===== config.mk =====
export PLATFORM = sky130hd
export DESIGN_NAME = sdr_init_ref_seq
export DESIGN_NICKNAME = d
export VERILOG_FILES = /design/src/rtl/sdr_seq_pkg.sv /design/src/rtl/sdr_ref_timer.sv /design/src/rtl/sdr_init_ref_seq.sv
export SDC_FILE = /design/constraint.sdc
export NUM_CORES = 1
export LEC_CHECK = 0
export ABC_CLOCK_PERIOD_IN_PS = 3900
export BUFFER_PORTS_ARGS = -buffer_cell sky130_fd_sc_hd__buf_2
export CORE_UTILIZATION = 56
export DETAILED_ROUTE_END_ITERATION = 10
export GPL_ROUTABILITY_DRIVEN = 0
export GPL_TIMING_DRIVEN = 0
export HOLD_SLACK_MARGIN = 0.06
export PLACE_DENSITY_LB_ADDON = 0.08
export SLEW_MARGIN = 10
export SYNTH_ARGS = -nofsm -noshare
export SYNTH_HDL_FRONTEND = slang
export SYNTH_HIERARCHICAL = 1
export SYNTH_SLANG_ARGS = --single-unit

===== constraint.sdc =====
create_clock -name sdram_clk -period 3.9 [get_ports sdram_clk]
set_clock_uncertainty 0.1 [all_clocks]
set_input_delay 0.39 -clock sdram_clk [delete_from_list [all_inputs] [get_ports sdram_clk]]
set_output_delay 0.39 -clock sdram_clk [all_outputs]
set_load 0.02 [all_outputs]

===== src/rtl/sdr_seq_pkg.sv =====
// Shared FSM state encoding, SDRAM command encodings and pending-refresh sizing.
// Defining SDR_REF_BACKLOG_EN widens the pending-refresh count to a saturating 0..8 backlog.
package sdr_seq_pkg;

  typedef enum logic [3:0] {
    INIT_WAIT,
    INIT_PRE,
    INIT_TRP,
    INIT_AR,
    INIT_TRFC,
    INIT_LMR,
    INIT_TMRD,
    IDLE,
    REF_WAIT,
    REF_PRE,
    REF_TRP,
    REF_AR,
    REF_TRFC
  } seq_state_t;

  // {ras_n, cas_n, we_n}
  localparam logic [2:0] CMD_NOP = 3'b111;
  localparam logic [2:0] CMD_PRE = 3'b010;
  localparam logic [2:0] CMD_AR  = 3'b001;
  localparam logic [2:0] CMD_LMR = 3'b000;

`ifdef SDR_REF_BACKLOG_EN
  localparam int PEND_W   = 4;
  localparam int PEND_MAX = 8;
`else
  localparam int PEND_W   = 1;
  localparam int PEND_MAX = 1;
`endif

  // Width of a counter that must reach the largest of the given cycle counts.
  function automatic int cnt_width(input int a, input int b, input int c, input int d);
    int m;
    m = a;
    if (b > m) m = b;
    if (c > m) m = c;
    if (d > m) m = d;
    return (m < 1) ? 1 : $clog2(m + 1);
  endfunction

endpackage


===== src/rtl/sdr_ref_timer.sv =====
// Refresh interval timer plus pending-refresh counter; the counter saturates and
// an expiry coinciding with an issued AUTO REFRESH leaves it unchanged.
module sdr_ref_timer
  import sdr_seq_pkg::*;
#(
  parameter int REF_INTERVAL = 780
) (
  input  logic sdram_clk,
  input  logic sdram_resetn,
  input  logic run,
  input  logic ar_issue,
  output logic pend_nz
);

  localparam int                TMR_W    = (REF_INTERVAL > 1) ? $clog2(REF_INTERVAL) : 1;
  localparam logic [TMR_W-1:0]  TMR_LAST = TMR_W'(REF_INTERVAL - 1);
  localparam logic [PEND_W-1:0] PEND_TOP = PEND_W'(PEND_MAX);

  logic [TMR_W-1:0]  tmr;
  logic [PEND_W-1:0] pend;
  logic              expire;
  logic              inc;
  logic              dec;

  assign expire  = run && (tmr == TMR_LAST);
  assign dec     = ar_issue && (pend != '0);
  // A full counter still accepts an expiry when a refresh drains it in the same cycle.
  assign inc     = expire && ((pend != PEND_TOP) || dec);
  assign pend_nz = (pend != '0);

  always_ff @(posedge sdram_clk) begin
    if (!sdram_resetn) begin
      tmr  <= '0;
      pend <= '0;
    end else begin
      if (run) tmr <= expire ? '0 : tmr + 1'b1;
      if (inc && !dec)      pend <= pend + 1'b1;
      else if (dec && !inc) pend <= pend - 1'b1;
    end
  end

endmodule


===== src/rtl/sdr_init_ref_seq.sv =====
// SDRAM power-up initialisation and periodic auto-refresh sequencer.
// Build option SDR_REF_BACKLOG_EN: drain every pending refresh per grant.
module sdr_init_ref_seq
  import sdr_seq_pkg::*;
#(
  parameter int SDR_AW        = 12,
  parameter int INIT_WAIT_CYC = 10000,
  parameter int INIT_REF_NUM  = 2,
  parameter int T_RP          = 2,
  parameter int T_RFC         = 7,
  parameter int T_MRD         = 2,
  parameter int REF_INTERVAL  = 780
) (
  input  logic              sdram_clk,
  input  logic              sdram_resetn,
  input  logic [SDR_AW-1:0] cfg_mode_reg,
  input  logic              ref_gnt,
  output logic              ref_req,
  output logic              init_done,
  output logic              seq_busy,
  output logic              sdr_cs_n,
  output logic              sdr_ras_n,
  output logic              sdr_cas_n,
  output logic              sdr_we_n,
  output logic [SDR_AW-1:0] sdr_addr,
  output logic [1:0]        sdr_ba
);

  localparam int CNT_W = cnt_width(INIT_WAIT_CYC, T_RP, T_RFC, T_MRD);
  localparam int AR_W  = (INIT_REF_NUM > 0) ? $clog2(INIT_REF_NUM + 1) : 1;

  seq_state_t        state;
  seq_state_t        state_nxt;
  logic [CNT_W-1:0]  cnt;
  logic [CNT_W-1:0]  cnt_nxt;
  logic [AR_W-1:0]   ar_cnt;
  logic [AR_W-1:0]   ar_cnt_nxt;
  logic              init_done_r;
  logic              cmd_en;
  logic              pend_nz;
  logic [2:0]        cmd;
  logic [SDR_AW-1:0] addr_c;

  sdr_ref_timer #(
    .REF_INTERVAL (REF_INTERVAL)
  ) u_ref_timer (
    .sdram_clk    (sdram_clk),
    .sdram_resetn (sdram_resetn),
    .run          (init_done_r),
    .ar_issue     (state == REF_AR),
    .pend_nz      (pend_nz)
  );

  // cmd_en keeps chip-select deasserted while the block is held in reset.
  always_ff @(posedge sdram_clk) begin
    if (!sdram_resetn) begin
      state       <= INIT_WAIT;
      cnt         <= '0;
      ar_cnt      <= '0;
      init_done_r <= 1'b0;
      cmd_en      <= 1'b0;
    end else begin
      state  <= state_nxt;
      cnt    <= cnt_nxt;
      ar_cnt <= ar_cnt_nxt;
      cmd_en <= 1'b1;
      if (state_nxt == IDLE) init_done_r <= 1'b1;
    end
  end

  // Command states preload cnt with 1 so each wait state exits after T_x-1 cycles.
  always_comb begin
    state_nxt  = state;
    cnt_nxt    = '0;
    ar_cnt_nxt = ar_cnt;
    case (state)
      INIT_WAIT: begin
        if (cnt == CNT_W'(INIT_WAIT_CYC)) state_nxt = INIT_PRE;
        else                              cnt_nxt   = cnt + 1'b1;
      end
      INIT_PRE: begin
        cnt_nxt   = CNT_W'(1);
        state_nxt = INIT_TRP;
      end
      INIT_TRP: begin
        if (cnt >= CNT_W'(T_RP - 1)) state_nxt = INIT_AR;
        else                         cnt_nxt   = cnt + 1'b1;
      end
      INIT_AR: begin
        cnt_nxt    = CNT_W'(1);
        ar_cnt_nxt = ar_cnt + 1'b1;
        state_nxt  = INIT_TRFC;
      end
      INIT_TRFC: begin
        if (cnt >= CNT_W'(T_RFC - 1))
          state_nxt = (ar_cnt >= AR_W'(INIT_REF_NUM)) ? INIT_LMR : INIT_AR;
        else
          cnt_nxt = cnt + 1'b1;
      end
      INIT_LMR: begin
        cnt_nxt   = CNT_W'(1);
        state_nxt = INIT_TMRD;
      end
      INIT_TMRD: begin
        if (cnt >= CNT_W'(T_MRD - 1)) begin
          state_nxt  = IDLE;
          ar_cnt_nxt = '0;
        end else begin
          cnt_nxt = cnt + 1'b1;
        end
      end
      IDLE: begin
        if (pend_nz) state_nxt = REF_WAIT;
      end
      REF_WAIT: begin
        if (ref_gnt) state_nxt = REF_PRE;
      end
      REF_PRE: begin
        cnt_nxt   = CNT_W'(1);
        state_nxt = REF_TRP;
      end
      REF_TRP: begin
        if (cnt >= CNT_W'(T_RP - 1)) state_nxt = REF_AR;
        else                         cnt_nxt   = cnt + 1'b1;
      end
      REF_AR: begin
        cnt_nxt   = CNT_W'(1);
        state_nxt = REF_TRFC;
      end
      REF_TRFC: begin
        if (cnt >= CNT_W'(T_RFC - 1)) begin
`ifdef SDR_REF_BACKLOG_EN
          state_nxt = pend_nz ? REF_AR : IDLE;
`else
          state_nxt = IDLE;
`endif
        end else begin
          cnt_nxt = cnt + 1'b1;
        end
      end
      default: state_nxt = INIT_WAIT;
    endcase
  end

  always_comb begin
    cmd      = CMD_NOP;
    addr_c   = '0;
    seq_busy = 1'b1;
    case (state)
      INIT_PRE, REF_PRE: begin
        cmd        = CMD_PRE;
        addr_c[10] = 1'b1;
      end
      INIT_AR, REF_AR: cmd = CMD_AR;
      INIT_LMR: begin
        cmd    = CMD_LMR;
        addr_c = cfg_mode_reg;
      end
      IDLE, REF_WAIT: seq_busy = 1'b0;
      default: ;
    endcase
  end

  // The request is withdrawn once the sequencer has taken the bus for the refresh.
  assign ref_req                         = pend_nz && ((state == IDLE) || (state == REF_WAIT));
  assign init_done                       = init_done_r;
  assign sdr_cs_n                        = ~cmd_en;
  assign {sdr_ras_n, sdr_cas_n, sdr_we_n} = cmd;
  assign sdr_addr                        = addr_c;
  assign sdr_ba                          = 2'b00;

endmodule


==> flow_summary.json, run 1 <==
{
  "tritoncts": "done",
  "cts_setup_buffers": 0,
  "cellLeakagePower_nw": 0.896,
  "critPathLaunchType": "flop",
  "synthFlopType": "dfxtp_1",
  "instances_no_fill": 326,
  "cp.required_ps": 3410,
  "clk_latency_ps": 340,
  "antenna_cells_inserted": 0,
  "layout.nets": 302,
  "hold_depth": 1,
  "drc": 0,
  "min_path_type": "input port to flop",
  "num-fill-cells": 285,
  "syn_avg_cell_area_um2": 7.99,
  "fin_crit_ps": 2700,
  "wl_um": 3930,
  "grt_pass1_wl_um": 6600,
  "endpoint_kind": "output pin",
  "netlist_instances": 240,
  "finalMaxSlewViolations": 0,
  "cts.clk_slew.worst_paths_ps": 110,
  "worst_r2r_endpoint": "cnt[9]",
  "die_w_um": 60.5,
  "cts_buffer_depth": 2,
  "mostFrequentLayoutCell": "buf_2",
  "r2r_start": "cnt[0]",
  "async_flop_share_pct": 0,
  "die_y_um": 60.5,
  "ys_ff_latch": 33,
  "netlist_area_um2": 1920,
  "htree_num_levels": 2,
  "place_area_um2": 2140,
  "powerDensity_nw_per_um2": 292,
  "synth_warnings": 6,
  "fin_setup_tns_ps": 0,
  "synth_edf_count": 0,
  "grt_usage_pct": 24.2,
  "grt_overflow": 0,
  "drive_above_1_share_pct": 20.6,
  "die_area_um2": 3660,
  "viasPerCell": 5.38,
  "maxCapViolations": 0,
  "post-route-util_pct": 70.6,
  "multiInputGateArea_um2": 1160,
  "first_global_vias": 1545,
  "cts_hold_buf": 0,
  "fmax_mhz": 371,
  "setup_violations": 0,
  "rsz0062_at_grt": "false",
  "cp.arrival_ps": 2210,
  "synth_seq_area_share_pct": 34.5,
  "fin_area_um2": 2230,
  "drt-pass1-iter-count": 4,
  "crit_type": "flop to output pin",
  "cp_max_fo": 10,
  "min-delay-start": "sdram_resetn",
  "hold_viol_final": 0,
  "vias": 1753,
  "dpl.cell_count": 318,
  "hpwl_um": 3010,
  "postRouteAntennaNets": 0,
  "io_buffers": 33,
  "r2r_slack_ps": 1750,
  "final_cell_mix": "buf_2 (38), nor2_1 (33), dfxtp_1 (33)",
  "area_growth_pct": 16.1,
  "cts_root_buf": "clkbuf_4",
  "holdPathEnd": "cmd_en",
  "grt_max_degree": 13,
  "rows": 20,
  "regArea_um2": 661,
  "core_um2": 3150,
  "antenna_found_initial": 0,
  "period_share_pct": 69.2,
  "initial_utilization_pct": 60.8,
  "reg2reg_depth": 8,
  "synth.distinct_cells": 52,
  "cts.sinks": 33,
  "cts.repair.resized": 0,
  "ir_worst_vdd_v": 0.000187,
  "wl_per_cell_um": 12.0,
  "run_status": "complete, no violations",
  "cts_buffers": 5,
  "ios": 36,
  "drt_iter0_markers": 111
}
## synth_stat cells (2+ instances only)
cell	count	share of area, %
and2_1	11	3.6
nand2_1	22	4.3
nand4_1	10	3.3
buf_4	2	0.78
dfxtp_1	33	34
or4_1	3	1.2
a22oi_1	2	0.78
nor2b_1	2	0.65
nor3_1	8	2.1
o31ai_1	4	1.6
clkbuf_1	2	0.39
nand2b_1	4	1.3
a21oi_1	10	2.6
nor2_1	33	6.5
nand3b_1	3	1.2
buf_2	5	1.3
nand3_1	7	1.8
xnor2_1	7	3.2
inv_1	10	2.0
and3_1	3	0.98
o21ai_0	12	3.1
ha_1	6	3.9
xor2_1	8	3.7
or3_1	5	1.6
## cell families (layout without fill, tap and decap cells)
group / after synthesis / count (layout) / synth area share, %
xor+xnor: 15 / 15 / 6.85
simple gates: 121 / 121 / 33.7
fa+ha+maj: 6 / 6 / 3.92
other cells: 1 / 2 / 0.196
mux: 1 / 1 / 0.522
buf+inv: 21 / 62 / 5.22
compound gates: 42 / 42 / 15.1
flops: 33 / 33 / 34.5
## state kept, by name, indices dropped and copies added (netlist names)
register and count:
cnt 14, u_ref_timer/tmr 10, state 4, ar_cnt 2
cmd_en 1, init_done 1, u_ref_timer/pend_nz 1
## worst max-delay path by stage
| stage | from | endpoint |
|---|---|---|
| final | state[2] | sdr_addr[0] |
| after global routing | state[2] | sdr_addr[8] |
| after CTS | state[2] | sdr_addr[0] |
| after detailed placement | state[2] | sdr_addr[0] |
| after global placement | state[2] | sdr_addr[3] |
| after floorplan | state[2] | sdr_addr[0] |
## worst max-delay path: stages, from the launching register on
cell      delay, ps
dfxtp_1         410
buf_2           240
buf_1           350
nand2_1         150
nor2_1          150
clkbuf_1        250
and2_1          170
buf_2           160
## routing by layer
metal | track usage [%] | part of all wire [%]
met1 | 31.7 | 48
met2 | 39.2 | 46
met3 | 5.33 | 4.9
met4 | 8.77 | 1.5
met5 | 0 | 0
## area by class of cell
| class | instances | area share (%) |
|---|---|---|
| buffer | 11 | 2.81 |
| clock buffer | 7 | 2.47 |
| clock inverter | 1 | 1.35 |
| inverter | 10 | 1.69 |
| multi-input combinational | 187 | 52.1 |
| sequential | 33 | 29.7 |
| tap | 44 | 2.47 |
| timing repair buffer | 33 | 7.42 |
## where the power goes
part / total, W / internal (W) / switching (W)
Sequential: 0.000344 / 0.000340 / 0.00000397
Combinational: 0.0000329 / 0.0000141 / 0.0000188
Clock: 0.000274 / 0.000153 / 0.000121
## through the flow
step	total power, W	hold slack (ps)	worst slack [ps]
global placement	0.000384	362	1600
CTS	0.000653	208	1190
detailed placement	0.000385	382	1570
floorplan	0.000371	318	1910
global route	0.000674	213	941
finish	0.000651	209	1200
No activity file was read; power rests on OpenSTA's default activity.
==> run 2, diff against run 1 <==
Settings changed: ABC_CLOCK_PERIOD_IN_PS 3900 to 2200, CORE_UTILIZATION 56 to 50.
Clock period 3.9 ns to 2.2 ns, I/O delays scaled along.
==> run 2 against run 1 <==
Compared with the run above: non-clock buffer count rose by 1; via count rose by 0.57%; wire length fell by 1.1%; critical path type unchanged; largest power group unchanged.
==> flow_summary.json, run 2 (synthesis results as in run 1) <==
{
  "area_growth_pct": 18.9,
  "drive_above_1_share_pct": 23.0,
  "cts_buffer_depth": 2,
  "cts_root_buf": "clkbuf_8",
  "drt-pass1-iter-count": 4,
  "ios": 36,
  "grt_pass1_wl_um": 6890,
  "grt_overflow": 0,
  "fmax_mhz": 492,
  "die_area_um2": 4090,
  "maxCapViolations": 0,
  "rsz0062_at_grt": "false",
  "fin_setup_tns_ps": 0,
  "cp_max_fo": 10,
  "critPathLaunchType": "flop",
  "powerDensity_nw_per_um2": 512,
  "mostFrequentLayoutCell": "buf_2",
  "min-delay-start": "sdram_resetn",
  "startpoint": "state[2]",
  "io_buffers": 33,
  "cts_buffers": 5,
  "setup_violations": 0,
  "reg_top3": "cnt x14, u_ref_timer/tmr x10, state x4",
  "layout.nets": 303,
  "fin_crit_ps": 2030,
  "grt_usage_pct": 21.1,
  "antenna_found_initial": 0,
  "die_y_um": 63.9,
  "htree_num_levels": 2,
  "cts.sinks": 33,
  "ir_worst_vdd_v": 0.000246,
  "die_w_um": 63.9,
  "wl_um": 3890,
  "place_area_um2": 2150,
  "rows": 22,
  "cp.arrival_ps": 1710,
  "drt_iter0_markers": 91,
  "initial_utilization_pct": 52.4,
  "num-fill-cells": 340,
  "postRouteAntennaNets": 0,
  "finalMaxSlewViolations": 0,
  "fin_area_um2": 2280,
  "hold_viol_final": 0,
  "cp.required_ps": 1880,
  "cellLeakagePower_nw": 0.921,
  "largest_reg_flops": 14,
  "core_um2": 3660,
  "period_share_pct": 92.3,
  "antenna_cells_inserted": 0,
  "post-route-util_pct": 62.2,
  "clk_latency_ps": 280,
  "hpwl_um": 2960,
  "crit_type": "flop to output pin",
  "cts.clk_slew.worst_paths_ps": 70,
  "final_cell_mix": "buf_2 (36), nor2_1 (33), dfxtp_1 (32)",
  "vias": 1763,
  "tritoncts": "done",
  "run_status": "complete, no violations",
  "grt_max_degree": 13,
  "drc": 0,
  "r2r_start": "cnt[0]",
  "wl_per_cell_um": 11.7,
  "cts_hold_buf": 0,
  "endpoint_kind": "output pin",
  "first_global_vias": 1590,
  "min_path_type": "input port to flop",
  "viasPerCell": 5.33,
  "regMostFlops": "cnt"
}
## run 2: cell types whose count changed in the layout (fill, tap and decap cells not counted), sizes merged
cell,change
clkinv,+1
clkbuf,+1
bufinv,-1
## run 2: worst max-delay path, stage by stage, from the launching register on
cell and delay (ps):
dfxtp_2 360, buf_4 170, buf_4 180, nand2_1 90, nor2_1 150, clkbuf_4 190
and2_1 130, buf_2 160
## run 2: final timing paths
kind                        endpoint  slack [ps]  cells after the start
setup reg to reg           init_done         210                      7
hold reg to reg   u_ref_timer/tmr[9]         380                      2
hold / removal                cmd_en         110                      1
setup / recovery         sdr_addr[2]         170                      7
## run 2: what timing repair did
| item | CTS | global route |
|---|---|---|
| endpoints found under the hold margin | 0 | 0 |
| buffers inserted | 0 | 1 |
| pin swaps | 0 | 1 |
| setup endpoints to repair | 11 | 22 |
| cloned | 0 | 0 |
| resized for setup | 3 | 9 |
## run 2: cell type report
class / instances / area [µm²] / share of cell area, %
Multi-Input combinational cell: 187 / 1170 / 51.3
Buffer: 11 / 75.1 / 3.29
Tap cell: 48 / 60.1 / 2.64
Timing Repair Buffer: 34 / 173 / 7.58
Sequential cell: 33 / 662 / 29.0
Clock buffer: 7 / 96.3 / 4.23
Inverter: 10 / 37.5 / 1.65
Clock inverter: 1 / 5.00 / 0.220
## run 2: stage by stage
step | total power, W | hold slack, ps | cells | setup WS [ps]
after CTS | 0.00118 | 96.9 | 330 | 33.6
after detailed placement | 0.000682 | 372 | 322 | 14.1
after global placement | 0.000681 | 362 | 322 | 9.10
after floorplan | 0.000657 | 148 | 241 | 351
after global routing | 0.00122 | 97.8 | 331 | 11.1
final | 0.00117 | 106 | 331 | 169
## run 2: report_power, final
| part | total [W] | switching, W | internal [W] |
|---|---|---|---|
| sequential | 0.000610 | 0.00000702 | 0.000603 |
| clock | 0.000497 | 0.000214 | 0.000283 |
| combinational | 0.0000604 | 0.0000337 | 0.0000268 |
| total | 0.00117 | 0.000255 | 0.000912 |
## run 2: metal layers
layer | track usage, % | part of all wire [%]
met5 | 0 | 0
met2 | 35.0 | 45
met1 | 27.2 | 49
met4 | 6.82 | 1.3
met3 | 4.29 | 3.9
